`config.mk`:
```
export PLATFORM = sky130hd
export DESIGN_NAME = uart_cfg
export DESIGN_NICKNAME = d
export VERILOG_FILES = /design/src/rtl/uart_cfg.sv
export SDC_FILE = /design/constraint.sdc
export NUM_CORES = 1
export LEC_CHECK = 0
export CAP_MARGIN = 20
export CORE_MARGIN = 8
export CORE_UTILIZATION = 51
export CTS_BUF_LIST = sky130_fd_sc_hd__clkbuf_4 sky130_fd_sc_hd__clkbuf_8 sky130_fd_sc_hd__clkbuf_16
export DETAILED_ROUTE_END_ITERATION = 10
export HOLD_SLACK_MARGIN = 0.05
export PLACE_DENSITY = 0.75
export SKIP_LAST_GASP = 1
export SLEW_MARGIN = 10
export SYNTH_ARGS = -nofsm -noshare
export SYNTH_HDL_FRONTEND = slang
export SYNTH_SLANG_ARGS = --single-unit
```
`constraint.sdc`:
```
create_clock -name clk -period 1.8 [get_ports clk]
set_input_delay 0.18 -clock clk [delete_from_list [all_inputs] [get_ports clk]]
set_output_delay 0.18 -clock clk [all_outputs]
set_load 0.03 [all_outputs]
```
`src/rtl/uart_cfg.sv`:
```
// uart_cfg: parameterised UART transmitter and receiver sharing one clock.
// Timing is built from a 16x oversample tick (DIV clk cycles per tick).
// TX and RX keep separate prescaler and tick counters.
//
// TX handshake (valid/ready): a word transfers on a rising clk edge where
// txValid and txReady are both high. txReady is high only when the
// transmitter is idle, enabled and out of reset. txData is latched at the
// transfer edge, so the producer may change it on the next cycle.
module uart_cfg #(
    parameter int CLOCK_RATE = 100000000,
    parameter int BAUD_RATE  = 9600,
    parameter int DATA_BITS  = 8,
    parameter int PARITY     = 0,
    parameter int STOP_BITS  = 1
) (
    input  logic                 clk,
    input  logic                 rstN,
    input  logic                 rx,
    input  logic                 rxEn,
    output logic [DATA_BITS-1:0] rxData,
    output logic                 rxValid,
    output logic                 rxErrFrame,
    output logic                 rxErrParity,
    output logic                 rxBusy,
    output logic                 tx,
    input  logic                 txEn,
    input  logic [DATA_BITS-1:0] txData,
    input  logic                 txValid,
    output logic                 txReady,
    output logic [2:0]           tx_fsm,
    output logic [2:0]           rx_fsm
);

    localparam int DIV_RAW = (CLOCK_RATE + 8 * BAUD_RATE) / (16 * BAUD_RATE);
    localparam int DIV     = (DIV_RAW < 1) ? 1 : DIV_RAW;
    localparam int PW      = (DIV > 1) ? $clog2(DIV) : 1;

    localparam logic [PW-1:0] PRESC_MAX  = PW'(DIV - 1);
    localparam logic [3:0]    LAST_BIT   = 4'(DATA_BITS - 1);
    localparam logic          LAST_STOP  = (STOP_BITS == 2);
    localparam logic          HAS_PARITY = (PARITY != 0);
    localparam logic          ODD        = (PARITY == 2);

    typedef enum logic [2:0] {
        S_IDLE      = 3'd0,
        S_START     = 3'd1,
        S_DATA      = 3'd2,
        S_PARITY    = 3'd3,
        S_STOP      = 3'd4,
        S_WAIT_HIGH = 3'd5
    } state_t;

    // ------------------------------------------------------------------
    // Transmitter
    // ------------------------------------------------------------------
    state_t                 tx_state, tx_next;
    logic [PW-1:0]          tx_presc;
    logic [3:0]             tx_tick_cnt;
    logic [DATA_BITS-1:0]   tx_shreg;
    logic [3:0]             tx_bit_idx;
    logic                   tx_stop_idx;
    logic                   tx_par;
    logic                   run;
    logic                   tx_tick, tx_bit_end, tx_take;

    assign tx_tick    = (tx_presc == PRESC_MAX);
    assign tx_bit_end = tx_tick && (tx_tick_cnt == 4'd15);
    assign txReady    = (tx_state == S_IDLE) && txEn && run;
    assign tx_take    = txReady && txValid;
    assign tx_fsm     = tx_state;

    // Holds txReady low until the first clock edge after reset release.
    always_ff @(posedge clk) begin
        if (!rstN) run <= 1'b0;
        else       run <= 1'b1;
    end

    // TX state register.
    always_ff @(posedge clk) begin
        if (!rstN) tx_state <= S_IDLE;
        else       tx_state <= tx_next;
    end

    // TX next state: each serial bit lasts 16 ticks.
    always_comb begin
        tx_next = tx_state;
        case (tx_state)
            S_IDLE:   if (tx_take) tx_next = S_START;
            S_START:  if (tx_bit_end) tx_next = S_DATA;
            S_DATA:   if (tx_bit_end && tx_bit_idx == LAST_BIT)
                          tx_next = HAS_PARITY ? S_PARITY : S_STOP;
            S_PARITY: if (tx_bit_end) tx_next = S_STOP;
            S_STOP:   if (tx_bit_end && tx_stop_idx == LAST_STOP)
                          tx_next = S_IDLE;
            default:  tx_next = S_IDLE;
        endcase
    end

    // TX datapath: latch the word, run the bit timer, shift data out.
    always_ff @(posedge clk) begin
        if (!rstN) begin
            tx_presc    <= '0;
            tx_tick_cnt <= '0;
            tx_shreg    <= '0;
            tx_bit_idx  <= '0;
            tx_stop_idx <= 1'b0;
            tx_par      <= 1'b0;
        end else if (tx_take) begin
            tx_presc    <= '0;
            tx_tick_cnt <= '0;
            tx_shreg    <= txData;
            tx_bit_idx  <= '0;
            tx_stop_idx <= 1'b0;
            tx_par      <= (^txData) ^ ODD;
        end else if (tx_state != S_IDLE) begin
            tx_presc <= tx_tick ? '0 : tx_presc + 1'b1;
            if (tx_tick) tx_tick_cnt <= tx_tick_cnt + 1'b1;
            if (tx_bit_end && tx_state == S_DATA) begin
                tx_shreg   <= tx_shreg >> 1;
                tx_bit_idx <= tx_bit_idx + 1'b1;
            end
            if (tx_bit_end && tx_state == S_STOP) tx_stop_idx <= tx_stop_idx + 1'b1;
        end
    end

    // Serial line level decoded from the TX state (idle and stop are high).
    always_comb begin
        tx = 1'b1;
        case (tx_state)
            S_START:  tx = 1'b0;
            S_DATA:   tx = tx_shreg[0];
            S_PARITY: tx = tx_par;
            default:  tx = 1'b1;
        endcase
    end

    // ------------------------------------------------------------------
    // Receiver
    // ------------------------------------------------------------------
    state_t                 rx_state, rx_next;
    logic                   rx_meta, rx_sync, rx_prev;
    logic [PW-1:0]          rx_presc;
    logic [3:0]             rx_tick_cnt;
    logic [DATA_BITS-1:0]   rx_shreg;
    logic [3:0]             rx_bit_idx;
    logic                   rx_stop_idx;
    logic                   rx_ferr, rx_perr;
    logic                   rx_fall, rx_tick, rx_sample;

    assign rx_fall   = rx_prev && !rx_sync;
    assign rx_tick   = (rx_presc == PRESC_MAX);
    // Tick 8 of the start bit is mid-bit; every later sample is 16 ticks on,
    // which lands on the same counter value because the counter wraps at 16.
    assign rx_sample = rx_tick && (rx_tick_cnt == 4'd7);
    assign rx_fsm    = rx_state;
    assign rxBusy    = (rx_state == S_START) || (rx_state == S_DATA) ||
                       (rx_state == S_PARITY) || (rx_state == S_STOP);

    // Two-flop synchronizer plus one delayed copy for falling-edge detect.
    always_ff @(posedge clk) begin
        if (!rstN) begin
            rx_meta <= 1'b1;
            rx_sync <= 1'b1;
            rx_prev <= 1'b1;
        end else begin
            rx_meta <= rx;
            rx_sync <= rx_meta;
            rx_prev <= rx_sync;
        end
    end

    // RX state register.
    always_ff @(posedge clk) begin
        if (!rstN) rx_state <= S_IDLE;
        else       rx_state <= rx_next;
    end

    // RX next state: disable aborts; a break parks in WAIT_HIGH.
    always_comb begin
        rx_next = rx_state;
        if (!rxEn) begin
            rx_next = S_IDLE;
        end else begin
            case (rx_state)
                S_IDLE:      if (rx_fall) rx_next = S_START;
                S_START:     if (rx_sample) rx_next = rx_sync ? S_IDLE : S_DATA;
                S_DATA:      if (rx_sample && rx_bit_idx == LAST_BIT)
                                 rx_next = HAS_PARITY ? S_PARITY : S_STOP;
                S_PARITY:    if (rx_sample) rx_next = S_STOP;
                S_STOP:      if (rx_sample && rx_stop_idx == LAST_STOP)
                                 rx_next = rx_sync ? S_IDLE : S_WAIT_HIGH;
                S_WAIT_HIGH: if (rx_sync) rx_next = S_IDLE;
                default:     rx_next = S_IDLE;
            endcase
        end
    end

    // RX datapath: bit timer, shift-in, error accumulation, word delivery.
    always_ff @(posedge clk) begin
        if (!rstN) begin
            rx_presc    <= '0;
            rx_tick_cnt <= '0;
            rx_shreg    <= '0;
            rx_bit_idx  <= '0;
            rx_stop_idx <= 1'b0;
            rx_ferr     <= 1'b0;
            rx_perr     <= 1'b0;
            rxData      <= '0;
            rxValid     <= 1'b0;
            rxErrFrame  <= 1'b0;
            rxErrParity <= 1'b0;
        end else begin
            rxValid <= 1'b0;
            if (rxEn && rx_state == S_IDLE && rx_fall) begin
                rx_presc    <= '0;
                rx_tick_cnt <= '0;
                rx_bit_idx  <= '0;
                rx_stop_idx <= 1'b0;
                rx_ferr     <= 1'b0;
                rx_perr     <= 1'b0;
            end else if (rxEn && rxBusy) begin
                rx_presc <= rx_tick ? '0 : rx_presc + 1'b1;
                if (rx_tick) rx_tick_cnt <= rx_tick_cnt + 1'b1;
                if (rx_sample) begin
                    case (rx_state)
                        S_DATA: begin
                            rx_shreg   <= {rx_sync, rx_shreg[DATA_BITS-1:1]};
                            rx_bit_idx <= rx_bit_idx + 1'b1;
                        end
                        S_PARITY: rx_perr <= rx_sync ^ (^rx_shreg) ^ ODD;
                        S_STOP: begin
                            rx_ferr     <= rx_ferr | !rx_sync;
                            rx_stop_idx <= rx_stop_idx + 1'b1;
                            if (rx_stop_idx == LAST_STOP) begin
                                rxValid     <= 1'b1;
                                rxData      <= rx_shreg;
                                rxErrFrame  <= rx_ferr | !rx_sync;
                                rxErrParity <= rx_perr;
                            end
                        end
                        default: ;
                    endcase
                end
            end
        end
    end

endmodule
```
Word-level counts from Yosys, hierarchy flattened
Index checks and enable logic that the tools add are counted.
{"block": "classes", "bitwise_logic": 9, "muxes": 23, "add_sub_neg": 8, "n_reduce_logical": 42, "eq_ne": 26}
{"cell": "two-way mux 3 bit", "n": 12}
{"cell": "two-way mux 8 bit", "n": 3}
{"cell": "adder 10 x 1 -> 10 bit, second input constant", "n": 2}
{"cell": "equality test 10 bit, second input constant", "n": 2}
{"cell": "two-way mux 10 bit", "n": 2}
{"cell": "!= test 2 bit, second input constant", "n": 9}
{"cell": "one-hot mux 3 bit (6 select lines)", "n": 1}
{"cell": "adder 4 x 1 -> 4 bit, second input constant", "n": 4}
{"cell": "XOR reduction 8 bit", "n": 2}
{"cell": "logical AND 1 bit", "n": 15}
{"cell": "one-hot mux 3 bit (5 select lines)", "n": 1}
{"cell": "equality test 3 x 2 -> 1 bit, second input constant", "n": 4}
{"cell": "equality test 4 x 3 -> 1 bit, second input constant", "n": 3}
{"cell": "AND reduction 2 bit", "n": 6}
{"cell": "AND reduction 5 bit", "n": 2}
{"cell": "equality test 3 bit, second input constant", "n": 3}
{"cell": "AND reduction 3 bit", "n": 3}
{"cell": "NOT 1 bit", "n": 7}
{"cell": "equality test 3 x 1 -> 1 bit, second input constant", "n": 2}
{"cell": "zero test 3 bit", "n": 2}
{"cell": "AND reduction 6 bit", "n": 1}
{"cell": "OR reduction 5 bit", "n": 1}
{"cell": "equality test 4 bit, second input constant", "n": 1}
{"cell": "!= test 2 x 1 -> 1 bit, second input constant", "n": 2}
{"cell": "other kinds (12)", "n": 18}
{"block": "totals", "reg_bits": 78, "in_bits": 14, "wordCells": 131, "output_inout_bits": 20}

Longest topological paths before layout
{"block": "depth", "ltp_word": 7, "ltp_mapped": 8, "ltp_nobuf": 7}

Worst setup path before layout
OpenSTA, ideal clock, no wires.
{"block": "synth_timing", "path_kind": "reg-to-reg", "startpoint": "register rx_state[1] (netlist: rx_fsm[1])", "endpoint": "register rx_bit_idx[2]", "path_buffers": 3, "setup_slack_ns": -0.278, "path_stages_with_launch": 9, "period_less_slack_ns": 2.078, "t_arrival_ns": 1.941, "setup_time_ns": 0.137, "required_ns": 1.663, "cell_sequence": "dfxtp_1 clkbuf_1 nor2b_1 nand2b_1 or4_1 buf_2 buf_2 o21ai_0 a21oi_1"}
{"block": "synth_via", "elab_chain_cells": 6, "word_cells_on_any_way": 13, "cone_classes": "4 x eq/ne; 9 x reduce/logical"}
{"element": "from (decl)", "line_no": "140", "source": "state_t rx_state, rx_next;"}
{"element": "from (signal assigned)", "line_no": "175", "source": "else rx_state <= rx_next;"}
{"element": "equality test 3 x 1 -> 1 bit or equality test 3 x 2 -> 1 bit (tied branches)", "line_no": "156, 225"}
{"element": "logical OR 1 bit (2 in series)", "line_no": "156", "source": "assign rxBusy = (rx_state == S_START) || (rx_state == S_DATA) ||"}
{"element": "logical OR 1 bit", "line_no": "157", "source": "(rx_state == S_PARITY) || (rx_state == S_STOP);"}
{"element": "logical AND 1 bit", "line_no": "221", "source": "end else if (rxEn && rxBusy) begin"}
{"element": "AND reduction 3 bit (no source line)"}
{"element": "to (signal assigned)", "line_no": "228", "source": "rx_bit_idx <= rx_bit_idx + 1'b1;"}
{"element": "to (decl)", "line_no": "145", "source": "logic [3:0] rx_bit_idx;"}
Several ways; a longest one is shown, not always the timed one.
A chain may end at the register's enable or synchronous reset.

Final worst setup path
{"block": "layout_timing", "startpoint": "register rx_presc[8]", "endpoint": "register rx_state[0] (netlist: rx_fsm[0])"}
{"block": "layout_via", "elab_chain_cells": 5, "word_cells_on_any_way": 9, "cone_classes": "5 x eq/ne; 4 x reduce/logical"}
{"element": "from (decl)", "line_no": "142", "source": "logic [PW-1:0] rx_presc;"}
{"element": "from (signal assigned)", "line_no": "222", "source": "rx_presc <= rx_tick ? '0 : rx_presc + 1'b1;"}
{"element": "equality test 10 bit *", "line_no": "151", "source": "assign rx_tick = (rx_presc == PRESC_MAX);"}
{"element": "logical AND 1 bit *", "line_no": "154", "source": "assign rx_sample = rx_tick && (rx_tick_cnt == 4'd7);"}
{"element": "logical AND 1 bit, on equally long branches", "line_no": "190, 187"}
{"element": "!= test 2 x 1 -> 1 bit (no source line)"}
{"element": "AND reduction 6 bit (no source line) *"}
Every way passes the cells marked *; elsewhere a longest branch is shown, timed or not.

==> metrics <==
gp weighted congestion=0.819; Place WS=-0.0948 ns; power share of the clock group=40.6%; status=finished with violations; Detailed Route WL=8530 um; first-pass GRT wire length=13,500 um; crit path setup slack, layout=-0.128 ns; hold path startpoint=rx_meta; failing checks=setup timing; FF+latch count, synth=78; DP Area=0.00435 sq mm; sequential power share=52.4%; f_max=0.519 GHz; Post-Syn Area=0.00363 sq mm; diode count=0; ys flop type=dfxtp_1; part of the Yosys area used for sequential elements=43.0%; clock tree root driver cell=clkbuf_8; Net Count, Synth=442; worst skew pair latency=0.35 ns; cell leakage power=1.91 nW; row cnt=30; Slew Limit Fails=0; Yosys cell types=45; Die Height=100 um; port bufs=33; worst clock skew=0.0101 ns; worst flop-to-flop path startpoint=rx_presc[8]; post-DP HPWL=5830 um; Sw Share=24.2%; WHS Endpoint=rx_sync; routed length per placed instance=14.5 um; Crit. End Element=flop; crit path from=rx_presc[8]; ranking of synthesized cells by area=dfxtp_1 (43%), nor2_1 (5.8%), xnor2_1 (5.8%); R2R cell count=5; fraction of registers with async set or reset after synthesis=0%; number of cells produced by synthesis=420; Psw=0.809 mW; r2r endpoint=rx_fsm[0]; RSZ-0062 raised after global routing=true; Num CTS Buffers=9; Final period util=107%; Via density=5.34; H-Tree Depth=3; fin util=70.6%; fraction of layout cells with a size suffix above 1=22.8%; CTS clock-pin slew for the worst setup and hold paths=0.08 ns; router iterations before antenna repair=4; hold_buf cts=0; Crit Path Class=flop to flop; maximum vdd drop=0.344 mV; Starting DRT DRC Count=116; Initial Util=53.2%; Post-synth EDFFs=0; CP arrival=2.19 ns; worst slew pin tran=0.495 ns; Crit path required time=2.06 ns; max-cap violations=0; Mapped Avg Cell Area=8.65 sq um; CTS Buffer Depth=2; Slew Limit Headroom=66.8%; core area=0.00683 sq mm; multi-input logic area=0.00215 sq mm; hold slack=0.429 ns; Pwr Density=695 mW/mm^2; count leader, synth=dfxtp_1; hold depth=1; Worst R2R Setup Slack=-0.13 ns; number of global-route vias before repair=2,994; share of the synthesized area in the top cell type=43.0%; DRC Markers=0; yosys warns=0; fin nets=508; Finished Cell Area=0.00482 sq mm; Overflow after GRT=0; area leader, netlist=dfxtp_1; fill count=519; worst min-delay path class=flop to flop; chip width=100 um; combinational power share=7.0%; clock sinks=78; Synth top cells by count=dfxtp_1 (78), nor2_1 (56), a21oi_1 (30), nand3_1 (27), nand2_1 (25); total global-route track usage=16.5%; CTS tree=yes; register area=0.00158 sq mm; Startpoint Class=flop; P_int=2.54 mW; initial antenna violation count=0; Layout area overhead=32.7%; largest net degree at the start of global routing=24; Ports=34; via count=3,135; die area=0.0101 sq mm; Setup Viol. Count Final=20; DRT antenna net count=0; post-layout min period=1.93 ns; crit-path max FO=3; final hold violation count=0
-- final cells by class --
type | instances | share of cell area (%)
Clock buffer | 10 | 2.85
Inverter | 9 | 0.700
Timing Repair Buffer | 79 | 15.1
Tap cell | 96 | 2.49
Sequential cell | 78 | 32.7
Clock inverter | 6 | 1.43
Multi-Input combinational cell | 309 | 44.7
-- power by group through the flow --
| stage | registers, mW | logic, mW | clock network, mW |
|---|---|---|---|
| final | 1.76 | 0.236 | 1.36 |
| after global routing | 1.76 | 0.256 | 1.45 |
| after CTS | 1.76 | 0.227 | 1.38 |
| after detailed placement | 1.80 | 0.226 | 0 |
| after global placement | 1.79 | 0.222 | 0 |
| after floorplan | 1.79 | 0.132 | 0 |
-- cells by family after synthesis --
logic type               synth area share, %
buffers and inverters                   3.55
flip-flops                              43.0
adder cells (fa/ha/maj)                 2.75
XOR/XNOR                                10.7
AO/OA/AOI/OAI                           10.2
AND/OR/NAND/NOR                         24.2
multiplexers                            5.51
-- state kept, by name, indices dropped and copies added, names as in the netlist, 8 cells and up --
name,flops
tx_shreg,8
rx_shreg,8
rxData,8
rx_presc,10
tx_presc,10
-- cell usage in the layout (no fill, tap or decap), types with 10 or more instances in the layout --
cell type	instances
nand3_1	20
a21oi_1	23
nand2_1	25
clkbuf_8	10
nor2_1	56
nor3_1	10
clkdlybuf4s50_1	29
o21ai_0	14
mux2i_1	20
xor2_1	18
dfxtp_1	68
buf_4	40
xnor2_1	23
-- critical path, stage by stage (launching register included) --
cell,delay (ns)
dfxtp_2,0.34
nor4b_4,0.33
nand4_2,0.17
o31a_1,0.36
or4_4,0.42
a211oi_2,0.22
-- worst max path at each step --
| stage | endpoint |
|---|---|
| after detailed placement | rx_shreg[4] |
| after global routing | rxData[4] |
| after global placement | rx_fsm[0] |
| after floorplan | tx_shreg[0] |
| final | rx_fsm[0] |
| after CTS | rx_fsm[0] |
-- layer usage --
metal	track usage [%]	vias up	routed length, um
met1	19.4	1488	3840
met5	0	-	0
met2	28.0	45	4250
li1	-	1583	-
met3	4.29	19	239
met4	6.63	0	203
-- metrics by stage --
stage | std cells | total power, mW | setup TNS (ns)
final | 587 | 3.35 | -1.33
after global routing | 587 | 3.47 | -3.20
after CTS | 583 | 3.36 | -0.855
after detailed placement | 565 | 2.02 | -1.50
after global placement | 565 | 2.02 | -0.452
after floorplan | 420 | 1.93 | -1.20
-- repair_timing --
action | in CTS | in global routing
pin swaps | 3 | 21
endpoints found under the setup margin | 38 | 42
buffers inserted | 2 | 2
cloned | 0 | 2
gates resized for setup | 8 | 54
Power figures use the tool's default switching activity.
